<file path="src/rtl/pic_buf_ctrl.sv">
// rtl/pic_buf_ctrl.sv - ping-pong picture buffer controller for the VGA Sobel result frame
module pic_buf_ctrl #(
  parameter int PIC_W   = 98,
  parameter int PIC_H   = 98,
  parameter int PIX_NUM = PIC_W * PIC_H,
  parameter int AW      = 14,
  parameter int IDLE_TO = 2_500_000
) (
  input  logic          sys_clk,
  input  logic          sys_rst,
  input  logic [7:0]    pi_data,
  input  logic          pi_flag,
  input  logic          rd_en,
  input  logic          frame_end,
  output logic          wr_en,
  output logic [AW:0]   wr_addr,
  output logic [7:0]    wr_data,
  output logic [AW:0]   rd_addr,
  output logic          img_valid,
  output logic          ovf
);

  localparam int IW = $clog2(IDLE_TO + 1);
  localparam logic [AW-1:0] LAST      = AW'(PIX_NUM - 1);
  localparam logic [IW-1:0] IDLE_LAST = IW'(IDLE_TO - 1);

  typedef enum logic {FILL, DONE} state_e;

  state_e        state_q, state_d;
  logic          wr_bank_q, wr_bank_d;
  logic          rd_bank_q, rd_bank_d;
  logic [AW-1:0] wcnt_q, wcnt_d;
  logic [AW-1:0] rcnt_q, rcnt_d;
  logic [IW-1:0] idle_q, idle_d;
  logic          wr_en_q, wr_en_d;
  logic [AW:0]   wr_addr_q, wr_addr_d;
  logic [7:0]    wr_data_q, wr_data_d;
  logic          img_valid_q, img_valid_d;
  logic          ovf_q, ovf_d;

  always_ff @(posedge sys_clk) begin
    if (sys_rst) begin
      state_q     <= FILL;
      wr_bank_q   <= 1'b0;
      rd_bank_q   <= 1'b1;
      wcnt_q      <= '0;
      rcnt_q      <= '0;
      idle_q      <= '0;
      wr_en_q     <= 1'b0;
      wr_addr_q   <= '0;
      wr_data_q   <= '0;
      img_valid_q <= 1'b0;
      ovf_q       <= 1'b0;
    end else begin
      state_q     <= state_d;
      wr_bank_q   <= wr_bank_d;
      rd_bank_q   <= rd_bank_d;
      wcnt_q      <= wcnt_d;
      rcnt_q      <= rcnt_d;
      idle_q      <= idle_d;
      wr_en_q     <= wr_en_d;
      wr_addr_q   <= wr_addr_d;
      wr_data_q   <= wr_data_d;
      img_valid_q <= img_valid_d;
      ovf_q       <= ovf_d;
    end
  end

  always_comb begin
    state_d     = state_q;
    wr_bank_d   = wr_bank_q;
    rd_bank_d   = rd_bank_q;
    wcnt_d      = wcnt_q;
    rcnt_d      = rcnt_q;
    idle_d      = idle_q;
    wr_en_d     = 1'b0;
    wr_addr_d   = wr_addr_q;
    wr_data_d   = wr_data_q;
    img_valid_d = img_valid_q;
    ovf_d       = 1'b0;

    // Read scan; frame_end restarts it and wins over rd_en.
    if (rd_en) begin
      rcnt_d = (rcnt_q == LAST) ? '0 : rcnt_q + AW'(1);
    end
    if (frame_end) begin
      rcnt_d = '0;
    end

    case (state_q)
      FILL: begin
        if (pi_flag) begin
          wr_en_d   = 1'b1;
          wr_addr_d = {wr_bank_q, wcnt_q};
          wr_data_d = pi_data;
          idle_d    = '0;
          if (wcnt_q == LAST) begin
            wcnt_d  = '0;
            state_d = DONE;
          end else begin
            wcnt_d = wcnt_q + AW'(1);
          end
        end else if (wcnt_q != '0) begin
          // A stalled partial picture is abandoned so the next byte starts a fresh one.
          if (idle_q == IDLE_LAST) begin
            wcnt_d = '0;
            idle_d = '0;
          end else begin
            idle_d = idle_q + IW'(1);
          end
        end else begin
          idle_d = '0;
        end
      end
      DONE: begin
        idle_d = '0;
        if (frame_end) begin
          rd_bank_d   = wr_bank_q;
          wr_bank_d   = ~wr_bank_q;
          img_valid_d = 1'b1;
          state_d     = FILL;
          if (pi_flag) begin
            wr_en_d   = 1'b1;
            wr_addr_d = {~wr_bank_q, {AW{1'b0}}};
            wr_data_d = pi_data;
            wcnt_d    = (LAST == '0) ? '0 : AW'(1);
            state_d   = (LAST == '0) ? DONE : FILL;
          end
        end else if (pi_flag) begin
          ovf_d = 1'b1;
        end
      end
      default: state_d = FILL;
    endcase
  end

  assign wr_en     = wr_en_q;
  assign wr_addr   = wr_addr_q;
  assign wr_data   = wr_data_q;
  assign rd_addr   = {rd_bank_q, rcnt_q};
  assign img_valid = img_valid_q;
  assign ovf       = ovf_q;

endmodule

</file>
<file path="config.mk">
export PLATFORM = sky130hd
export DESIGN_NAME = pic_buf_ctrl
export DESIGN_NICKNAME = d
export VERILOG_FILES = /design/src/rtl/pic_buf_ctrl.sv
export SDC_FILE = /design/constraint.sdc
export NUM_CORES = 1
export LEC_CHECK = 0
export BUFFER_PORTS_ARGS = -buffer_cell sky130_fd_sc_hd__buf_2
export CAP_MARGIN = 20
export CORE_MARGIN = 5
export CORE_UTILIZATION = 51
export DETAILED_ROUTE_END_ITERATION = 8
export PLACE_DENSITY_LB_ADDON = 0.15
export SYNTH_ARGS = -nofsm -noshare
export SYNTH_HDL_FRONTEND = slang
export SYNTH_SLANG_ARGS = --single-unit
</file>
<file path="constraint.sdc">
create_clock -name sys_clk -period 1.6 [get_ports sys_clk]
set_input_delay 0.08 -clock sys_clk [delete_from_list [all_inputs] [get_ports sys_clk]]
set_output_delay 0.08 -clock sys_clk [all_outputs]
set_load 0.01 [all_outputs]
</file>
Yosys cells after proc, flatten, opt, wreduce, memory -nomap -nowiden --
Cells that the tools add are included.
Word-level totals: bits in registers 79, bits of input ports 13, output and inout port bits 41, logic and storage cells 56
Operators by class: $add $sub $neg 3, eq/ne operators 8, mux-type cells 26, bitwise logic cells 2, reduce and logical (&&, ||, !) cells 6
Operators with widths (count):
- 2-to-1 mux 14 bit | 7
- 2-to-1 mux 22 bit | 3
- 2-to-1 mux 15 bit | 3
- case mux 22 bit (2 select lines) | 1
- case mux 15 bit (2 select lines) | 1
- adder 14 x 1 -> 14 bit, second input constant | 2
- equality test 14 bit, second input constant | 2
- case mux 14 bit (2 select lines) | 1
- adder 22 x 1 -> 22 bit, second input constant | 1
- equality test 22 bit, second input constant | 1
- 2-to-1 mux 8 bit | 2
- case mux 8 bit (2 select lines) | 1
- nonzero test 14 bit | 1
- != test 2 bit, second input constant | 3
- != test 3 bit, second input constant | 2
- 2-to-1 mux 1 bit | 5
- case mux 1 bit (2 select lines) | 2
- AND reduction 4 bit | 1
- AND reduction 3 bit | 1
- OR reduction 3 bit | 1
- NOT 1 bit | 2
- AND reduction 2 bit | 1
- OR reduction 2 bit | 1

Logic depth before layout (Yosys ltp) --
Gate-level depths: netlist of the first run.
depth after elaboration 5, depth in mapped cells 7, depth with buffers taken out 6

Worst setup path after synthesis of the first run --
OpenSTA, ideal clock, no wires.
path kind register to register, start point reg wcnt_q[9], end point reg wcnt_q[6], setup time 0.120 ns, arrival time 1.651 ns, data required time 1.480 ns, path slack -0.170 ns, stages on the path, launching flop included 8, buffers on the path 2, period minus slack after synthesis 1.770 ns, cells stage by stage dfxtp_1 > buf_6 > nor4_1 > and4_1 > nor3_2 > buf_6 > and3_1 > a211o_1
Between the ends: cells in the longest elaborated chain, start to end 4, elaborated cells on any way between the ends 7, those cells by class eq/ne (2); mux (3); reduce/logical (2)
RTL lines:
- from (decl) | line 32 | logic [AW-1:0] wcnt_q, wcnt_d;
- from (signal assigned) | line 58 | wcnt_q <= wcnt_d;
- equality test 14 bit | line 97 | if (wcnt_q == LAST) begin
- 2-to-1 mux 14 bit | line 97
- 2-to-1 mux 14 bit | line 92 | if (pi_flag) begin
- case mux 14 bit (2 select lines) | line 90 | case (state_q)
Several ways; a longest one is shown, not always the timed one. A chain may end at the register's enable or synchronous reset.

Final worst setup path of the first run --
start point reg idle_q[10], end point reg wcnt_q[4]
Between the ends: cells in the longest elaborated chain, start to end 3
RTL lines:
- from (decl) | line 34 | logic [IW-1:0] idle_q, idle_d;
- from (signal assigned) | line 60 | idle_q <= idle_d;
- equality test 22 bit | line 105 | if (idle_q == IDLE_LAST) begin
- != test 3 bit (no line)
- AND reduction 4 bit (no line)
No other way between the ends.

==> run_results.csv, run 1 <==
group,metric,value,unit
status,status,"finished with violations",
status,violations,"setup timing",
place,gp_congestion,0.798,
floorplanning,initial_core_util,0.521,
critical_path,required,1.83,ns
floorplanning,dieWidth,93.0,um
global_route,grt_max_degree,24,
cts,cts_root_buffer,"clkbuf_8",
route,drc,0,
floorplanning,rows,30,
critical_path,criticalPathCategory,"register to register",
synth,syn_area,0.00352,sq mm
critical_path,max_stage_delay,0.50,ns
layout,final_common_cell,"buf_4",
sta,fmax,0.569,GHz
synth,synth.net_count,411,
cts,worstSkewPairLatency,0.35,ns
route,wl,8.70,mm
place,portBuffers,53,
layout,final_area,0.00480,sq mm
critical_path,path_max_fanout,10,
layout,num-nets-final,532,
layout,synthToLayoutAreaGrowth,36.5,%
floorplanning,coreArea,0.00676,sq mm
synth,netlist.area_leader.share,0.450,
global_route,antenna_found_initial,0,
synth,ys_warn_count,0,
sta,timing.final.crit_share,1.10,
sta,fin_skew,0.00683,ns
critical_path,cp-startpoint,"idle_q[10]",
critical_path,endpoint_kind,"register",
global_route,grt_pass1_wl,14.2,mm
cts,cts_buffer_depth,2,
place,pre_cts_ws,-0.280,ns
cts,cts.sinks,79,
cts,cts-htree-levels,3,
global_route,overflow,0,
cts,clkTransAtPathRegs,0.08,ns
place,dp.cells,571,
pwr,total_power,4.06,mW
sta,min_period,1.76,ns
synth,ys_ff_latch,79,
critical_path,rr_startpoint,"idle_q[10]",
synth,post-synth-top-area-cell,"dfxtp_1",
sta,slew_headroom,0.579,
sta,hold_viol,0,
layout,final_core_util,0.711,
critical_path,worstPathCellList,"nand2_1, or4_4, nor4b_4, nor3_4, a211o_1",
global_route,grt_pass1_vias,3151,
layout,layout.cells.non_filler,600,
sta,worst_slew_pin_slew,0.630,ns
route,num_vias,3202,
synth,synth-edff-count,0,
critical_path,cp-start-kind,"register",
floorplanning,die-area,0.00866,sq mm
floorplanning,ioPinCount,54,
pwr,powerDensity,845,mW/mm^2
route,via_per_inst,5.34,
route,post_drt_wl_per_cell,14.5,um
cts,numCtsBuffers,9,
sta,tns,-4.20,ns
route,ant_nets,0,
sta,finalSetupViolations,36,
synth,synth_cell_types,50,
global_route,grt.total_usage,0.203,
run,cap_violations,0,
layout,antennaDiodeCount,0,
worst_hold_path,min_path_type,"input port to register",
synth,synthCells,394,
sta,hold_slack,0.0508,ns
pwr,leakagePower,2.03,nW
sta,rsz0062_at_grt,"true",
cts,tritoncts,"done",
pwr,vdd_drop_max,0.407,mV
synth,ys.flop_type,"dfxtp_1",
critical_path,cp_slowest_cell,"or4_4",
route,drtPass1Iterations,4,
worst_hold_path,whs_path_depth,3,
synth,seq_area_frac_synth,0.450,
synth,synth-async-reset-ratio,0,
floorplanning,die_height,93.0,um
critical_path,arrival,1.99,ns
layout,drive_gt1_frac,0.387,
place,placed_cell_area,0.00425,sq mm
synth,synth.avg_cell_area,8.93,sq um
worst_hold_path,min_from,"pi_flag",
route,initialDrtViolationCount,103,
place,place_hpwl,6.07,mm
sta,slew_violations,0,
critical_path,rr_worst_depth,5,
synth,synthTopCellsByArea,"dfxtp_1 45%, nor2_1 6.9%, xor2_1 5.7%",
sta,layout_setup_ws,-0.158,ns
layout,final_cell_mix,"71 x buf_4, 61 x dfxtp_1, 53 x buf_2, 51 x nor2_1, 36 x nand2_1",
layer usage:
metal	routed length, um	track usage	up-vias	share of wire
met5	0	0	-	0
met4	112	0.0720	0	0.013
met3	261	0.0370	11	0.030
met2	4660	0.379	53	0.54
met1	3660	0.230	1519	0.42
li1	-	-	1619	-
cell usage after synthesis (2+ instances only):
cell type	instances
nor2b_1	3
nand4_1	13
nand2_1	36
nand2b_1	3
buf_6	5
nor3_1	14
inv_1	6
and2_1	2
clkbuf_1	11
dfxtp_1	79
nand3_1	19
ha_1	4
buf_4	2
and3_1	9
a22o_2	2
xor2_1	23
a21oi_1	18
nor4b_1	5
nor2_1	65
a311oi_2	2
a22oi_1	14
a211o_1	7
and4_1	7
o21ai_0	2
buf_2	3
nor4_1	5
xnor2_1	12
flip-flops by register name, indices dropped and copies added, names as in the netlist:
| name | flops |
|---|---|
| idle_q | 22 |
| wr_addr | 15 |
| rcnt_q | 14 |
| wcnt_q | 14 |
| wr_data | 8 |
| img_valid | 1 |
| ovf | 1 |
| rd_bank_q | 1 |
| state_q | 1 |
| wr_bank_q | 1 |
| wr_en | 1 |
cell type report:
class	count	area (sq um)
Fill cell	543	1950
Multi-Input combinational cell	285	1920
Sequential cell	79	1600
Timing Repair Buffer	134	908
Clock buffer	11	141
Clock inverter	5	105
Tap cell	80	100
Inverter	6	22.5
where the power goes:
group | internal [mW] | leakage [nW] | total, mW | switching (mW)
Clock | 1.08 | 0.116 | 1.80 | 0.725
Combinational | 0.112 | 1.27 | 0.254 | 0.142
Sequential | 1.98 | 0.648 | 2.00 | 0.0125
cells by family (layout without fill, tap and decap cells):
family | after synthesis | after routing | synth area share
and+or+nand+nor | 193 | 193 | 0.283
DFF | 79 | 79 | 0.450
AOI/OAI and AO/OA | 52 | 52 | 0.106
xor gates and xnor gates | 35 | 35 | 0.0872
buffers and inverters | 30 | 156 | 0.0573
adders and majority gates | 4 | 4 | 0.0142
muxes | 1 | 1 | 0.00285
worst max-delay path: cells and delay by family, from the launching register on:
family             cells  cell delay (ns)
and+or+nand+nor        4             1.02
DFF                    1             0.33
AOI/OAI and AO/OA      1             0.29
path summary, 6_finish.rpt:
| kind | endpoint | slack (ns) |
|---|---|---|
| min | ovf | 0.05 |
| min reg2reg | wr_data[6] | 0.46 |
| max reg2reg | wcnt_q[4] | -0.16 |
| max | wcnt_q[4] | -0.16 |
repair_timing:
| item | in CTS | in global routing |
|---|---|---|
| setup endpoints to repair | 58 | 70 |
| hold buffers | 8 | 0 |
| hold endpoints to repair | 8 | 0 |
| gates cloned | 1 | 0 |
| resized for setup | 30 | 23 |
| pin swaps | 18 | 4 |
| buffers inserted | 5 | 0 |
(Power assumes the default switching activity.)
==> inputs of run 2 (changes only) <==
--- a/config.mk
+++ b/config.mk
@@ -9,6 +9,7 @@
 export CAP_MARGIN = 20
 export CORE_MARGIN = 5
 export CORE_UTILIZATION = 51
+export CTS_BUF_LIST = sky130_fd_sc_hd__clkbuf_16
 export DETAILED_ROUTE_END_ITERATION = 8
 export PLACE_DENSITY_LB_ADDON = 0.15
 export SYNTH_ARGS = -nofsm -noshare
==> run_results.csv, run 2 (synthesized netlist as in run 1, its figures left out) <==
group,metric,value,unit
cts,cts-htree-levels,3,
global_route,grt.total_usage,0.207,
critical_path,rr_startpoint,"idle_q[11]",
sta,timing.final.crit_share,1.09,
sta,hold_slack,0.000601,ns
cts,numCtsBuffers,9,
floorplanning,rows,30,
route,drc,0,
global_route,use_met3,0.0434,
layout,final_cell_mix,"69 x buf_4, 62 x dfxtp_1, 53 x buf_2, 45 x nor2_1, 36 x nand2_1",
layout,fillers,515,
floorplanning,initial_core_util,0.521,
route,drtPass1Iterations,4,
global_route,grt_max_degree,24,
floorplanning,die-area,0.00866,sq mm
sta,slew_headroom,0.583,
route,post_drt_wl_per_cell,15.2,um
sta,min_period,1.74,ns
sta,finalSetupViolations,34,
route,via_per_inst,5.43,
layout,max_flop_register,"idle_q",
place,place_hpwl,6.07,mm
place,gp_congestion,0.798,
pwr,powerDensity,912,mW/mm^2
cts,cts.sinks,79,
critical_path,path_max_fanout,10,
sta,slew_violations,0,
place,portBuffers,53,
route,initialDrtViolationCount,110,
worst_hold_path,min_path_type,"input port to register",
global_route,overflow,0,
route,num_vias,3247,
critical_path,required,1.82,ns
layout,antennaDiodeCount,0,
layout,final_area,0.00500,sq mm
layout,largest_reg_flops,22,
floorplanning,coreArea,0.00676,sq mm
place,placed_cell_area,0.00425,sq mm
layout,register_area,0.00160,sq mm
cts,tritoncts,"done",
run,cap_violations,0,
layout,num-nets-final,530,
layout,synthToLayoutAreaGrowth,42.2,%
critical_path,endpoint_kind,"register",
worst_hold_path,min_from,"pi_data[7]",
sta,worst_slew_pin_slew,0.624,ns
critical_path,arrival,1.96,ns
cts,cts_buffer_depth,2,
floorplanning,ioPinCount,54,
floorplanning,dieWidth,93.0,um
global_route,busiest_layer,"met2",
sta,layout_setup_ws,-0.141,ns
floorplanning,die_height,93.0,um
pwr,vdd_drop_max,0.737,mV
status,status,"finished with violations",
route,wl,9.07,mm
global_route,grt_pass1_vias,3122,
sta,fmax,0.575,GHz
layout,final_core_util,0.740,
critical_path,reg2reg_setup_slack,-0.14,ns
layout,final_common_cell,"buf_4",
sta,rsz0062_at_grt,"true",
global_route,use_met2,0.376,
cts,cts_root_buffer,"clkbuf_16",
route,ant_nets,0,
pwr,leakagePower,2.08,nW
cts,worstSkewPairLatency,0.33,ns
global_route,antenna_found_initial,0,
critical_path,criticalPathCategory,"register to register",
layout,drive_gt1_frac,0.403,
cts,clkTransAtPathRegs,0.06,ns
layout,multi_input_area,0.00203,sq mm
sta,hold_viol,0,
sta,fin_skew,0.00466,ns
global_route,grt_use_met1,0.239,
critical_path,cp-start-kind,"register",
status,violations,"setup timing",
global_route,grt_pass1_wl,14.3,mm
place,pre_cts_ws,-0.280,ns
critical_path,cp-startpoint,"idle_q[11]",
==> run 2: where the power goes <==
part / leakage (nW) / total [mW] / internal [mW] / switching (mW)
Clock: 0.160 / 2.30 / 1.51 / 0.791
Combinational: 1.27 / 0.259 / 0.113 / 0.146
Sequential: 0.647 / 2.00 / 1.99 / 0.0124
Total: 2.08 / 4.56 / 3.61 / 0.949
==> run 2: layer usage <==
| metal | part of all wire | wire length (um) |
|---|---|---|
| met4 | 0.014 | 124 |
| met3 | 0.037 | 337 |
| met1 | 0.41 | 3710 |
| met5 | 0 | 0 |
| met2 | 0.54 | 4900 |
==> run 2: critical path: stages, from the launching register on <==
cell     delay, ns
dfxtp_2       0.32
or4_4         0.55
nor4b_4       0.34
nor3_4        0.13
a211o_1       0.29
==> run 2: worst paths after layout <==
path              cells past startpoint          to
setup / recovery                      4   wcnt_q[6]
hold / removal                        3  wr_data[7]
setup reg to reg                      4   wcnt_q[6]
hold reg to reg                       2  wr_data[6]
==> run 2: through the flow <==
step	std cells	TNS [ns]	total power, mW
4_1_cts	598	-2.38	4.56
5_1_grt	598	-5.31	4.71
2_1_floorplan	394	-1.09	2.17
3_3_place_gp	571	-2.38	2.25
6_report	598	-2.39	4.56
3_5_place_dp	571	-4.32	2.26
==> run 2: layout make-up <==
type	count	area share
clock buffers	9	0.0450
well taps	80	0.0200
inverters	6	0.00450
clock inverters	7	0.0225
multi-input cells	285	0.406
flip-flops and latches	79	0.320
repair buffers	132	0.182
==> run 2: repair_timing <==
action,in CTS,in global routing
pin swaps,10,21
buffers inserted,4,1
setup endpoints to repair,53,68
endpoints found under the hold margin,7,0
gates resized for setup,25,54
hold buffers,7,0
cloned,1,0
==> inputs of run 3 (changes only) <==
--- a/config.mk
+++ b/config.mk
@@ -5,10 +5,11 @@
 export SDC_FILE = /design/constraint.sdc
 export NUM_CORES = 1
 export LEC_CHECK = 0
+export ABC_AREA = 1
 export BUFFER_PORTS_ARGS = -buffer_cell sky130_fd_sc_hd__buf_2
 export CAP_MARGIN = 20
 export CORE_MARGIN = 5
-export CORE_UTILIZATION = 51
+export CORE_UTILIZATION = 56
 export CTS_BUF_LIST = sky130_fd_sc_hd__clkbuf_16
 export DETAILED_ROUTE_END_ITERATION = 8
 export PLACE_DENSITY_LB_ADDON = 0.15
==> constraint.sdc (replaced) <==
create_clock -name sys_clk -period 1.71 [get_ports sys_clk]
set_input_delay 0.0855 -clock sys_clk [delete_from_list [all_inputs] [get_ports sys_clk]]
set_output_delay 0.0855 -clock sys_clk [all_outputs]
set_load 0.01 [all_outputs]
==> run_results.csv, run 3 <==
group,metric,value,unit
cts,cts_buffer_depth,2,
worst_hold_path,min_path_type,"input port to register",
layout,final_cell_mix,"113 x nand2_1, 86 x nor2_1, 72 x dfxtp_1, 53 x buf_2, 47 x inv_1",
route,wl,9.45,mm
critical_path,cp-start-kind,"register",
floorplanning,die-area,0.00856,sq mm
place,gp_congestion,1.01,
floorplanning,die_height,92.5,um
critical_path,reg2reg_setup_slack,0.08,ns
synth,post-synth-top-area-cell,"dfxtp_1",
cts,numCtsBuffers,9,
layout,num-nets-final,624,
global_route,use_met3,0.0496,
route,drc,0,
synth,synth.net_count,557,
synth,synthCells,540,
layout,fillers,607,
pwr,swShare,0.243,
sta,finalSetupViolations,0,
pwr,p_int,2.94,mW
layout,final_common_cell,"nand2_1",
run,cap_violations,0,
pwr,vdd_drop_max,0.505,mV
cts,clkTransAtPathRegs,0.06,ns
cts,tritoncts,"done",
pwr,powerDensity,843,mW/mm^2
floorplanning,initial_core_util,0.568,
route,num_vias,3688,
sta,min_period,1.63,ns
global_route,grt_max_degree,35,
synth,yosysMostFrequentCell,"nand2_1",
sta,fin_skew,0.00778,ns
pwr,seqPwrFrac,0.486,
sta,layout_setup_ws,0.0811,ns
critical_path,endpoint_kind,"register",
sta,slew_headroom,0.731,
synth,ys_ff_latch,79,
critical_path,criticalPathCategory,"register to register",
route,ant_nets,0,
synth,synth-edff-count,0,
route,via_per_inst,5.34,
synth,synth_compound_area_frac,0.0981,
layout,final_core_util,0.684,
layout,max_flop_register,"idle_q",
global_route,antenna_found_initial,0,
synth,ys.flop_type,"dfxtp_1",
place,portBuffers,53,
global_route,grt_pass1_wl,15.9,mm
pwr,pwr-share-comb,0.062,
synth,ys_warn_count,0,
synth,synthSimpleGateAreaFrac,0.354,
sta,fmax,0.614,GHz
floorplanning,rows,30,
place,place_hpwl,6.51,mm
synth,netlist.area_leader.share,0.415,
global_route,busiest_layer,"met2",
global_route,grt_use_met1,0.266,
cts,cts.sinks,79,
critical_path,required,1.93,ns
global_route,grt.total_usage,0.227,
synth,synthTopCellsByArea,"dfxtp_1 41%, nand2_1 12%, nor2_1 8.9%",
floorplanning,ioPinCount,54,
floorplanning,coreArea,0.00672,sq mm
global_route,grt_pass1_vias,3537,
critical_path,path_max_fanout,8,
synth,synth_common_cells,"118 x nand2_1, 90 x nor2_1, 79 x dfxtp_1",
route,initialDrtViolationCount,186,
synth,synth_top_family_by_area,"simple AND/OR/NAND/NOR gates",
synth,synth.avg_cell_area,7.06,sq um
layout,antennaDiodeCount,0,
sta,worst_slew_pin_slew,0.404,ns
layout,synthToLayoutAreaGrowth,20.5,%
pwr,leakagePower,1.82,nW
status,status,"completed",
floorplanning,dieWidth,92.5,um
synth,synth_xor_area_frac,0.0367,
critical_path,arrival,1.85,ns
global_route,use_met2,0.403,
cts,worstSkewPairLatency,0.33,ns
synth,synth_cell_types,33,
synth,synthMuxAreaShare,0,
pwr,p_switching,0.941,mW
route,post_drt_wl_per_cell,13.7,um
cts,cts-htree-levels,3,
global_route,overflow,0,
synth,synthAdderAreaFrac,0.0131,
sta,timing.final.crit_share,0.953,
synth,synth-async-reset-ratio,0,
synth,seq_area_frac_synth,0.415,
route,drtPass1Iterations,5,
sta,hold_viol,0,
sta,hold_slack,0.0814,ns
layout,largest_reg_flops,22,
sta,slew_violations,0,
layout,drive_gt1_frac,0.234,
pwr,pwr-share-clk,0.451,
synth,syn_area,0.00381,sq mm
place,pre_cts_ws,-0.0164,ns
cts,cts_root_buffer,"clkbuf_16",
## run 3: stage by stage
step                setup TNS (ns)  area, sq um  power (mW)  instances
floorplan                        0         3810        2.07        540
global placement                 0         4140        2.13        665
detailed placement         -0.0164         4140        2.13        665
CTS                              0         4500        3.89        688
global route               -0.0785         4600        4.03        691
finish                           0         4600        3.88        691
## run 3: metal layers
layer / vias to the layer above / share of wire
met2: 114 / 0.49
met5: - / 0
met3: 26 / 0.054
met4: 0 / 0.029
met1: 1679 / 0.43
li1: 1869 / -
## run 3: logic make-up after synthesis
logic type	after synthesis
fa+ha+maj	4
buf+inv	72
flops	79
simple gates	305
compound gates	64
xor+xnor	16
## run 3: power by group through the flow
| stage | clock [mW] | combinational [mW] | sequential [mW] |
|---|---|---|---|
| final | 1.75 | 0.242 | 1.89 |
| after global routing | 1.88 | 0.268 | 1.89 |
| after CTS | 1.78 | 0.228 | 1.88 |
| after detailed placement | 0 | 0.212 | 1.92 |
| after global placement | 0 | 0.209 | 1.92 |
| after floorplan | 0 | 0.139 | 1.93 |
## run 3: what timing repair did
action                                 CTS  global route
pin swaps                                1             5
buffers inserted                         0             2
gates resized for setup                  2            24
cloned                                   0             1
setup endpoints to repair                2            23
hold buffers                             8             0
endpoints found under the hold margin    8             0
## run 3: layout make-up
cell class	instances	area [sq um]	share of cell area
well taps	80	100	0.0218
multi-input cells	390	2000	0.434
repair buffers	74	443	0.0963
flip-flops and latches	79	1590	0.346
clock inverters	6	45.0	0.00980
inverters	53	199	0.0433
clock buffers	9	225	0.0490
## run 3: worst max-delay path: stages, from the launching register on
cell and delay [ns]:
dfxtp_1 0.50, inv_1 0.13, nor2_1 0.12, nand4_1 0.13, nor2_1 0.31, nor2_1 0.07, nand2_1 0.06, nand2_1 0.06
nor2_2 0.09, nor2_1 0.05
## run 3: worst paths after layout
kind / from / endpoint / cells after the start
worst max-delay path: wcnt_q[7] / wcnt_q[0] / 9
worst min-delay path: rd_en / rcnt_q[1] / 3
worst max register to register: wcnt_q[7] / wcnt_q[0] / 9
worst min register to register: idle_q[0] / idle_q[0] / 1
